`src/rtl/ysyx_23060208_rd_arbiter_pkg.sv`:
```
// Shared encodings for the data-SRAM read-port arbiter: FSM states and one-hot owner codes.
package ysyx_23060208_rd_arbiter_pkg;

  typedef enum logic [1:0] {
    RDARB_IDLE = 2'd0,
    RDARB_AR   = 2'd1,
    RDARB_R    = 2'd2,
    RDARB_GAP  = 2'd3
  } rdarb_state_e;

  localparam logic [1:0] RDARB_M0 = 2'b01;
  localparam logic [1:0] RDARB_M1 = 2'b10;

endpackage

```
`src/rtl/ysyx_23060208_rd_arbiter_rr_pick2.sv`:
```
// Combinational 2-way round-robin pick: one-hot grant, the master not granted last wins a tie.
module ysyx_23060208_rd_arbiter_rr_pick2
  import ysyx_23060208_rd_arbiter_pkg::*;
(
  input  logic [1:0] req,
  input  logic       last,
  output logic [1:0] grant
);

  always_comb begin
    grant = 2'b00;
    if (req == 2'b11) begin
      grant = last ? RDARB_M0 : RDARB_M1;
    end else begin
      grant = req;
    end
  end

endmodule

```
`src/rtl/ysyx_23060208_rd_arbiter.sv`:
```
// Round-robin share of one AXI4-lite read port between IFU (M0) and EXU (M1), one read in flight.
// One arbitration cycle before AR; a stalled slave or owner rready stalls only the owner, the other master waits.
module ysyx_23060208_rd_arbiter
  import ysyx_23060208_rd_arbiter_pkg::*;
#(
  parameter int DATA_WIDTH = 32,
  parameter int IDLE_GAP   = 1
) (
  input  logic                  clk,
  input  logic                  rst,

  input  logic [DATA_WIDTH-1:0] m0_araddr,
  input  logic                  m0_arvalid,
  output logic                  m0_arready,
  output logic [DATA_WIDTH-1:0] m0_rdata,
  output logic [1:0]            m0_rresp,
  output logic                  m0_rvalid,
  input  logic                  m0_rready,

  input  logic [DATA_WIDTH-1:0] m1_araddr,
  input  logic                  m1_arvalid,
  output logic                  m1_arready,
  output logic [DATA_WIDTH-1:0] m1_rdata,
  output logic [1:0]            m1_rresp,
  output logic                  m1_rvalid,
  input  logic                  m1_rready,

  output logic [DATA_WIDTH-1:0] s_araddr,
  output logic                  s_arvalid,
  input  logic                  s_arready,
  input  logic [DATA_WIDTH-1:0] s_rdata,
  input  logic [1:0]            s_rresp,
  input  logic                  s_rvalid,
  output logic                  s_rready,

  output logic [1:0]            owner
);

  rdarb_state_e state_q, state_d;
  logic [1:0]   owner_q, owner_d;
  logic         last_q, last_d;
  logic [1:0]   grant;

  logic own0, own1, in_ar, in_r;

  ysyx_23060208_rd_arbiter_rr_pick2 u_pick (
    .req   ({m1_arvalid, m0_arvalid}),
    .last  (last_q),
    .grant (grant)
  );

  always_comb begin
    state_d = state_q;
    owner_d = owner_q;
    last_d  = last_q;
    case (state_q)
      RDARB_IDLE: begin
        if (|grant) begin
          owner_d = grant;
          last_d  = grant[1];
          state_d = RDARB_AR;
        end
      end
      RDARB_AR: begin
        if (s_arvalid && s_arready) state_d = RDARB_R;
      end
      RDARB_R: begin
        if (s_rvalid && s_rready) begin
          owner_d = 2'b00;
          state_d = (IDLE_GAP == 1) ? RDARB_GAP : RDARB_IDLE;
        end
      end
      RDARB_GAP: state_d = RDARB_IDLE;
      default:   state_d = RDARB_IDLE;
    endcase
  end

  always_ff @(posedge clk) begin
    if (!rst) begin
      state_q <= RDARB_IDLE;
      owner_q <= 2'b00;
      last_q  <= 1'b1;
    end else begin
      state_q <= state_d;
      owner_q <= owner_d;
      last_q  <= last_d;
    end
  end

  // Every output is qualified by owner, so nothing leaks out while no master owns the port.
  assign own0  = owner_q[0];
  assign own1  = owner_q[1];
  assign in_ar = (state_q == RDARB_AR);
  assign in_r  = (state_q == RDARB_R);

  assign s_araddr  = own1 ? m1_araddr : (own0 ? m0_araddr : '0);
  assign s_arvalid = in_ar & ((own0 & m0_arvalid) | (own1 & m1_arvalid));
  assign s_rready  = in_r  & ((own0 & m0_rready)  | (own1 & m1_rready));

  assign m0_arready = in_ar & own0 & s_arready;
  assign m1_arready = in_ar & own1 & s_arready;
  assign m0_rvalid  = in_r  & own0 & s_rvalid;
  assign m1_rvalid  = in_r  & own1 & s_rvalid;
  assign m0_rdata   = own0 ? s_rdata : '0;
  assign m1_rdata   = own1 ? s_rdata : '0;
  assign m0_rresp   = own0 ? s_rresp : 2'b00;
  assign m1_rresp   = own1 ? s_rresp : 2'b00;

  assign owner = owner_q;

endmodule

```
`config.mk`:
```
export PLATFORM = sky130hd
export DESIGN_NAME = ysyx_23060208_rd_arbiter
export DESIGN_NICKNAME = d
export VERILOG_FILES = /design/src/rtl/ysyx_23060208_rd_arbiter_pkg.sv /design/src/rtl/ysyx_23060208_rd_arbiter_rr_pick2.sv /design/src/rtl/ysyx_23060208_rd_arbiter.sv
export SDC_FILE = /design/constraint.sdc
export NUM_CORES = 1
export LEC_CHECK = 0
export CORE_AREA = 2 2 84 86
export CTS_BUF_LIST = sky130_fd_sc_hd__clkbuf_4 sky130_fd_sc_hd__clkbuf_8
export DETAILED_ROUTE_END_ITERATION = 8
export DIE_AREA = 0 0 86 88
export PLACE_DENSITY = 0.73
export RECOVER_POWER = 25
export SLEW_MARGIN = 15
export SYNTH_ARGS = -nofsm -noshare
export SYNTH_HDL_FRONTEND = slang
export SYNTH_SLANG_ARGS = --single-unit
```
`constraint.sdc`:
```
create_clock -name clk -period 4.3 [get_ports clk]
set_clock_uncertainty 0.15 [all_clocks]
set_input_delay 0.645 -clock clk [delete_from_list [all_inputs] [get_ports clk]]
set_output_delay 0.645 -clock clk [all_outputs]
set_load 0.03 [all_outputs]
```
==> out/qor.yml, run 1 <==
grt_max_degree: 73
clock_latency_ns: 0.22
avgViaCountPerCell: 4.373
p_clk_share_pct: 6.8
cp_data_required_time_ns: 3.50
nFillCells: 646
clk_pin_slew_worst_paths_ns: 0.04
synth-seq-area-share_pct: 8.889
cap_viol_max_count: 0
antenna_cells: 0
final_cells: 442
setup_violations: 0
syn_area_sq_um: 1126
ant_nets: 0
synth_largest_area_cell: "and2_1"
first_global_vias: 1818
grt-ovfl-total: 0
hp-class: "flip-flop to flip-flop"
layout.nets: 472
cp_slowest_cell: "clkbuf_2"
path_cells: "clkbuf_2 -> a22oi_1 -> nor2b_1 -> clkdlybuf4s50_1"
num_rows: 30
hold_violations: 0
cp_num_buf_inv: 2
ioPinCount: 214
wl_microns: 6456
synthTopCellsByArea: "and2_1, a22o_1, dfxtp_1"
crit_path_start_kind: "flip-flop"
area_delta_synth_final_pct: 198.1
post_cts_buffers: 0
cp.arrival_ns: 2.60
num_vias: 1933
die-height_microns: 88
rsz0062_at_grt: "no"
antenna_found_initial: 0
comb_power_share_pct: 87.7
power_leakage_nw: 1.373
status: "finished, final reports clean"
drt_pre_antenna_iters: 4
switching_power_w: 0.0007092
cts_tree: "done"
finalCritPeriodShare_pct: 79.03
numPortBuffers: 213
critPathKind: "flip-flop to output pin"
power_frac_seq_pct: 5.5
post-place-cells: 438
intPower_w: 0.0006697
synth_nets: 267
crit_fanout: 72
slew_viol_final: 0
cts_root_buf: "clkbuf_8"
setup_slack_ns: 0.9017
drt-initial-drc-count: 39
multi_input_comb_area_sq_um: 944.7
cts_buffers: 3
worstSetupEndpointType: "output pin"
drc_errors: 0
cts_resized: 0
powerDensity_nw_per_um2: 410.8
cp_top_family: "buffers and inverters"
period_minus_slack_ns: 3.398
start_util_pct: 16.95
clock_path_buffers: 2
swShare_pct: 51.43
fp.dieArea_sq_um: 7568
grt_usage_pct: 14.72
ys_ff_latch: 5
ir_worst_vdd_v: 0.0002587
regArea_sq_um: 100.1
chipWidth_microns: 86
tns_ns: 0
dpl_worst_slack_ns: 1.323
drive_gt1_share_pct: 2.210
postSynthCellCount: 158
worst_pin_slew_ns: 1.219
place.gp.congestion: 0.8091
avgSynthCellArea_sq_um: 7.127
cts_sinks: 5
h-tree-depth: 1
cpPeakStageDelay_ns: 0.90
avgRoutedWirePerCell_microns: 14.61
place_hpwl_microns: 5185
synth.distinct_cells: 22
grt_pass1_wl_microns: 9080
cts_hold_buf: 0
maxSlewHeadroom_pct: 18.76
core_area_sq_um: 6644
max_freq_mhz: 294.3
synth.top_cell.area_share_pct: 37.78
yosys_warnings: 0
## layer usage
| metal | vias up | GRT usage [%] | wire length (microns) |
|---|---|---|---|
| met4 | 0 | 1.587 | 33 |
| met1 | 855 | 17.44 | 2504 |
| li1 | 957 | - | - |
| met2 | 115 | 26.29 | 3159 |
| met3 | 6 | 5.372 | 758 |
| met5 | - | 0 | 0 |
## worst reg2reg max path: stages, from the launching register on
cell,delay (ns)
dfxtp_1,0.34
clkbuf_2,0.90
a22oi_1,0.23
a221o_1,0.44
nor2b_1,0.24
mux2i_1,0.21
## power groups by stage
stage	sequential, W	clock (W)	combinational, W
after floorplan	0.0000857	0	0.000699
after CTS	0.0000758	0.0000963	0.00124
after detailed placement	0.0000755	0	0.00124
after global placement	0.0000751	0	0.00123
final	0.0000756	0.0000939	0.00121
after global routing	0.0000773	0.0000995	0.00128
## synthesized netlist by cell type, drive strengths merged
library cell / count
a22oi: 2
a21o: 1
nor2: 2
clkbuf: 12
a21oi: 2
a22o: 32
a221o: 1
dfxtp: 5
buf: 4
o2bb2ai: 1
and3: 5
ha: 3
nor2b: 6
mux2i: 2
o21a: 1
o21ai: 3
inv: 3
nand2: 3
and2: 68
nand4b: 2
## logic make-up after synthesis
kind of cell    synth area share (%)
flops                          8.889
compound gates                 31.89
fa+ha+maj                      3.334
mux                            1.778
buf+inv                        7.000
simple gates                   47.11
## through the flow
stage                     utilization (%)  total power, W  hold WS [ns]  area, sq um
after detailed placement            49.92        0.001312        0.3279         3317
after CTS                           50.66        0.001414        0.3360         3366
after global routing                50.53        0.001457        0.3790         3357
after floorplan                         -       0.0007850        0.3015         1126
final                               50.53        0.001379        0.3272         3357
after global placement              49.92        0.001303        0.3136         3317
## placed cells by master, fill, tap and decap left out, drive strengths merged
cell type and instances:
nand2 3, inv 3, dlygate4sd3 24, clkbuf 5
a21oi 2, clkdlybuf4s50 189, dfxtp 5, a22o 32
and2 68, o21ai 3, o2bb2ai 1, nand4b 2
nor2b 6, nor2 2, a22oi 2, and3 5
a221o 1, o21a 1, a21o 1, mux2i 2
ha 3, buf 2
## flip-flops by register name (all words and copies together), names as in the netlist
name	count
state_q	2
owner	2
last_q	1
## layout make-up
| type | count | area share, % |
|---|---|---|
| Timing Repair Buffer | 216 | 64.11 |
| Multi-Input combinational cell | 134 | 28.14 |
| Inverter | 3 | 0.3354 |
| Clock buffer | 4 | 1.454 |
| Tap cell | 80 | 2.982 |
| Sequential cell | 5 | 2.982 |
## final timing paths
path	startpoint	end	slack [ns]	cells after the start
min reg2reg	state_q[1]$_SDFFE_PN0P_	state_q[1]$_SDFFE_PN0P_	0.33	2
min	state_q[1]$_SDFFE_PN0P_	state_q[1]$_SDFFE_PN0P_	0.33	2
max reg2reg	owner[1]$_SDFFE_PN0P_	state_q[1]$_SDFFE_PN0P_	1.71	5
max	owner[1]$_SDFFE_PN0P_	s_arvalid	0.90	4
(Power assumes the default switching activity.)
==> run 2: changes to the inputs <==
--- a/config.mk
+++ b/config.mk
@@ -5,11 +5,11 @@
 export SDC_FILE = /design/constraint.sdc
 export NUM_CORES = 1
 export LEC_CHECK = 0
-export CORE_AREA = 2 2 84 86
+export CORE_AREA = 2 2 83 85
 export CTS_BUF_LIST = sky130_fd_sc_hd__clkbuf_4 sky130_fd_sc_hd__clkbuf_8
 export DETAILED_ROUTE_END_ITERATION = 8
-export DIE_AREA = 0 0 86 88
-export PLACE_DENSITY = 0.73
+export DIE_AREA = 0 0 85 87
+export PLACE_DENSITY = 0.74
 export RECOVER_POWER = 25
 export SLEW_MARGIN = 15
 export SYNTH_ARGS = -nofsm -noshare
==> constraint.sdc (replaced) <==
create_clock -name clk -period 3.2 [get_ports clk]
set_clock_uncertainty 0.15 [all_clocks]
set_input_delay 0.48 -clock clk [delete_from_list [all_inputs] [get_ports clk]]
set_output_delay 0.48 -clock clk [all_outputs]
set_load 0.03 [all_outputs]
==> run 2 against run 1 <==
- utilization rose by 0.83 points
- global-route usage increased by 0.73 points
- clock power up 34%
- clock-buffer cell count stayed put
- critical endpoint unchanged
- register-to-register slack got worse by 0.59 ns
- combinational power increased by 32%
- sequential power increased by 60%
- cell area is 0.48% higher
==> out/qor.yml, run 2 (same netlist as run 1, synthesis figures left out) <==
max_freq_mhz: 371.1
clk_pin_slew_worst_paths_ns: 0.03  # about the same
hp-class: "flip-flop to flip-flop"
cp.arrival_ns: 2.06  # -0.54 ns
grt_usage_pct: 15.45  # +0.73 points
power_leakage_nw: 1.373  # about the same
maxSlewHeadroom_pct: 58.20  # +39 points
start_util_pct: 17.14  # +0.19 points
cp_data_required_time_ns: 2.57  # -0.93 ns
regArea_sq_um: 101.3  # +1.2%
drc_errors: 0  # unchanged
multi_input_comb_area_sq_um: 949.7  # +0.53%
h-tree-depth: 1  # unchanged
worstSetupEndpointType: "output pin"
place_hpwl_microns: 5357  # +3.3%
layout.nets: 473  # +0.21%
cap_viol_max_count: 0  # unchanged
cts_hold_buf: 0  # unchanged
num_rows: 30  # unchanged
critPathKind: "flip-flop to output pin"
worst_pin_slew_ns: 0.6269  # -0.5916 ns
rsz0062_at_grt: "no"
num_vias: 1939  # +0.31%
die-height_microns: 87  # -1.1%
fp.dieArea_sq_um: 7395  # -2.3%
final_cell_mix: "clkdlybuf4s50_1, and2_1, a22o_1, dlygate4sd3_1"
grt_pass1_wl_microns: 9294  # +2.4%
period_minus_slack_ns: 2.695
cts_root_buf: "clkbuf_8"
cts_buffers: 3  # unchanged
ant_nets: 0  # unchanged
ioPinCount: 214  # unchanged
tns_ns: 0  # unchanged
antenna_found_initial: 0  # unchanged
slew_viol_final: 0  # unchanged
area_delta_synth_final_pct: 199.6
drt-initial-drc-count: 25  # -36%
drt_pre_antenna_iters: 4  # unchanged
avgViaCountPerCell: 4.367  # -0.14%
powerDensity_nw_per_um2: 547.5  # +33%
crit_fanout: 40  # -44%
grt_max_degree: 41  # -44%
rrSetupSlack_ns: 1.12  # -0.59 ns
postLayoutCoreUtil_pct: 51.35  # +0.83 points
finalCritPeriodShare_pct: 84.20
place.gp.congestion: 0.7406  # -8.5%
clock_path_buffers: 2  # unchanged
clock_latency_ns: 0.22  # about the same
cts_resized: 0  # unchanged
first_global_vias: 1772  # -2.5%
post_cts_buffers: 0  # unchanged
core_area_sq_um: 6569  # -1.1%
wl_microns: 6386  # -1.1%
grt-ovfl-total: 0  # unchanged
status: "finished, final reports clean"
crit_path_start_kind: "flip-flop"
avgRoutedWirePerCell_microns: 14.38  # -1.5%
ir_worst_vdd_v: 0.0003833  # +48%
cts_sinks: 5  # unchanged
drive_gt1_share_pct: 3.030  # +0.82 points
hold_violations: 0  # unchanged
chipWidth_microns: 85  # -1.2%
cts_tree: "done"
numPortBuffers: 213  # unchanged
layout_commonest_cell: "clkdlybuf4s50_1"
setup_violations: 0  # unchanged
nFillCells: 656  # +1.5%
[run 2: critical path, stage by stage, from the launching register on]
cell and delay [ns]:
dfxtp_1 0.31, clkbuf_2 0.50, a22oi_1 0.20, nor2b_1 0.14, clkdlybuf4s50_1 0.69
[run 2: cell type report]
cell class,instances,share of cell area (%)
multi-input cells,134,28.15
clock buffers,4,1.447
inverters,3,0.3338
diodes,1,0.07418
repair buffers,217,64.02
flip-flops and latches,5,3.004
well taps,80,2.967
[run 2: report_power, final]
part	switching (W)	internal, W
Clock	0.0000321	0.0000940
Combinational	0.000875	0.000724
Sequential	0.0000353	0.0000861
[run 2: final timing paths]
path | to | depth (start not counted) | startpoint
worst max-delay path | s_arvalid | 4 | owner[0]$_SDFFE_PN0P_
worst min-delay path | state_q[0]$_SDFFE_PN0P_ | 2 | state_q[0]$_SDFFE_PN0P_
worst max register to register | state_q[1]$_SDFFE_PN0P_ | 5 | owner[0]$_SDFFE_PN0P_
worst min register to register | state_q[0]$_SDFFE_PN0P_ | 2 | state_q[0]$_SDFFE_PN0P_
[run 2: per-layer routing]
layer	vias to the layer above	wire length (microns)	track usage, %
met1	876	2348	17.35
met5	-	0	0
li1	965	-	-
met2	94	3410	29.05
met4	0	44	3.463
met3	4	582	4.076
[run 2: through the flow]
step | cell area (sq um) | setup slack [ns] | std cells | hold WS [ns] | total power (W)
floorplan | 1126 | 1.071 | 158 | 0.3015 | 0.001055
global placement | 3324 | 0.5962 | 439 | 0.3134 | 0.001737
detailed placement | 3324 | 0.5916 | 439 | 0.3354 | 0.001757
CTS | 3373 | 0.4587 | 443 | 0.3402 | 0.001891
global route | 3371 | 0.3218 | 443 | 0.3588 | 0.001954
finish | 3373 | 0.5055 | 444 | 0.3326 | 0.001847
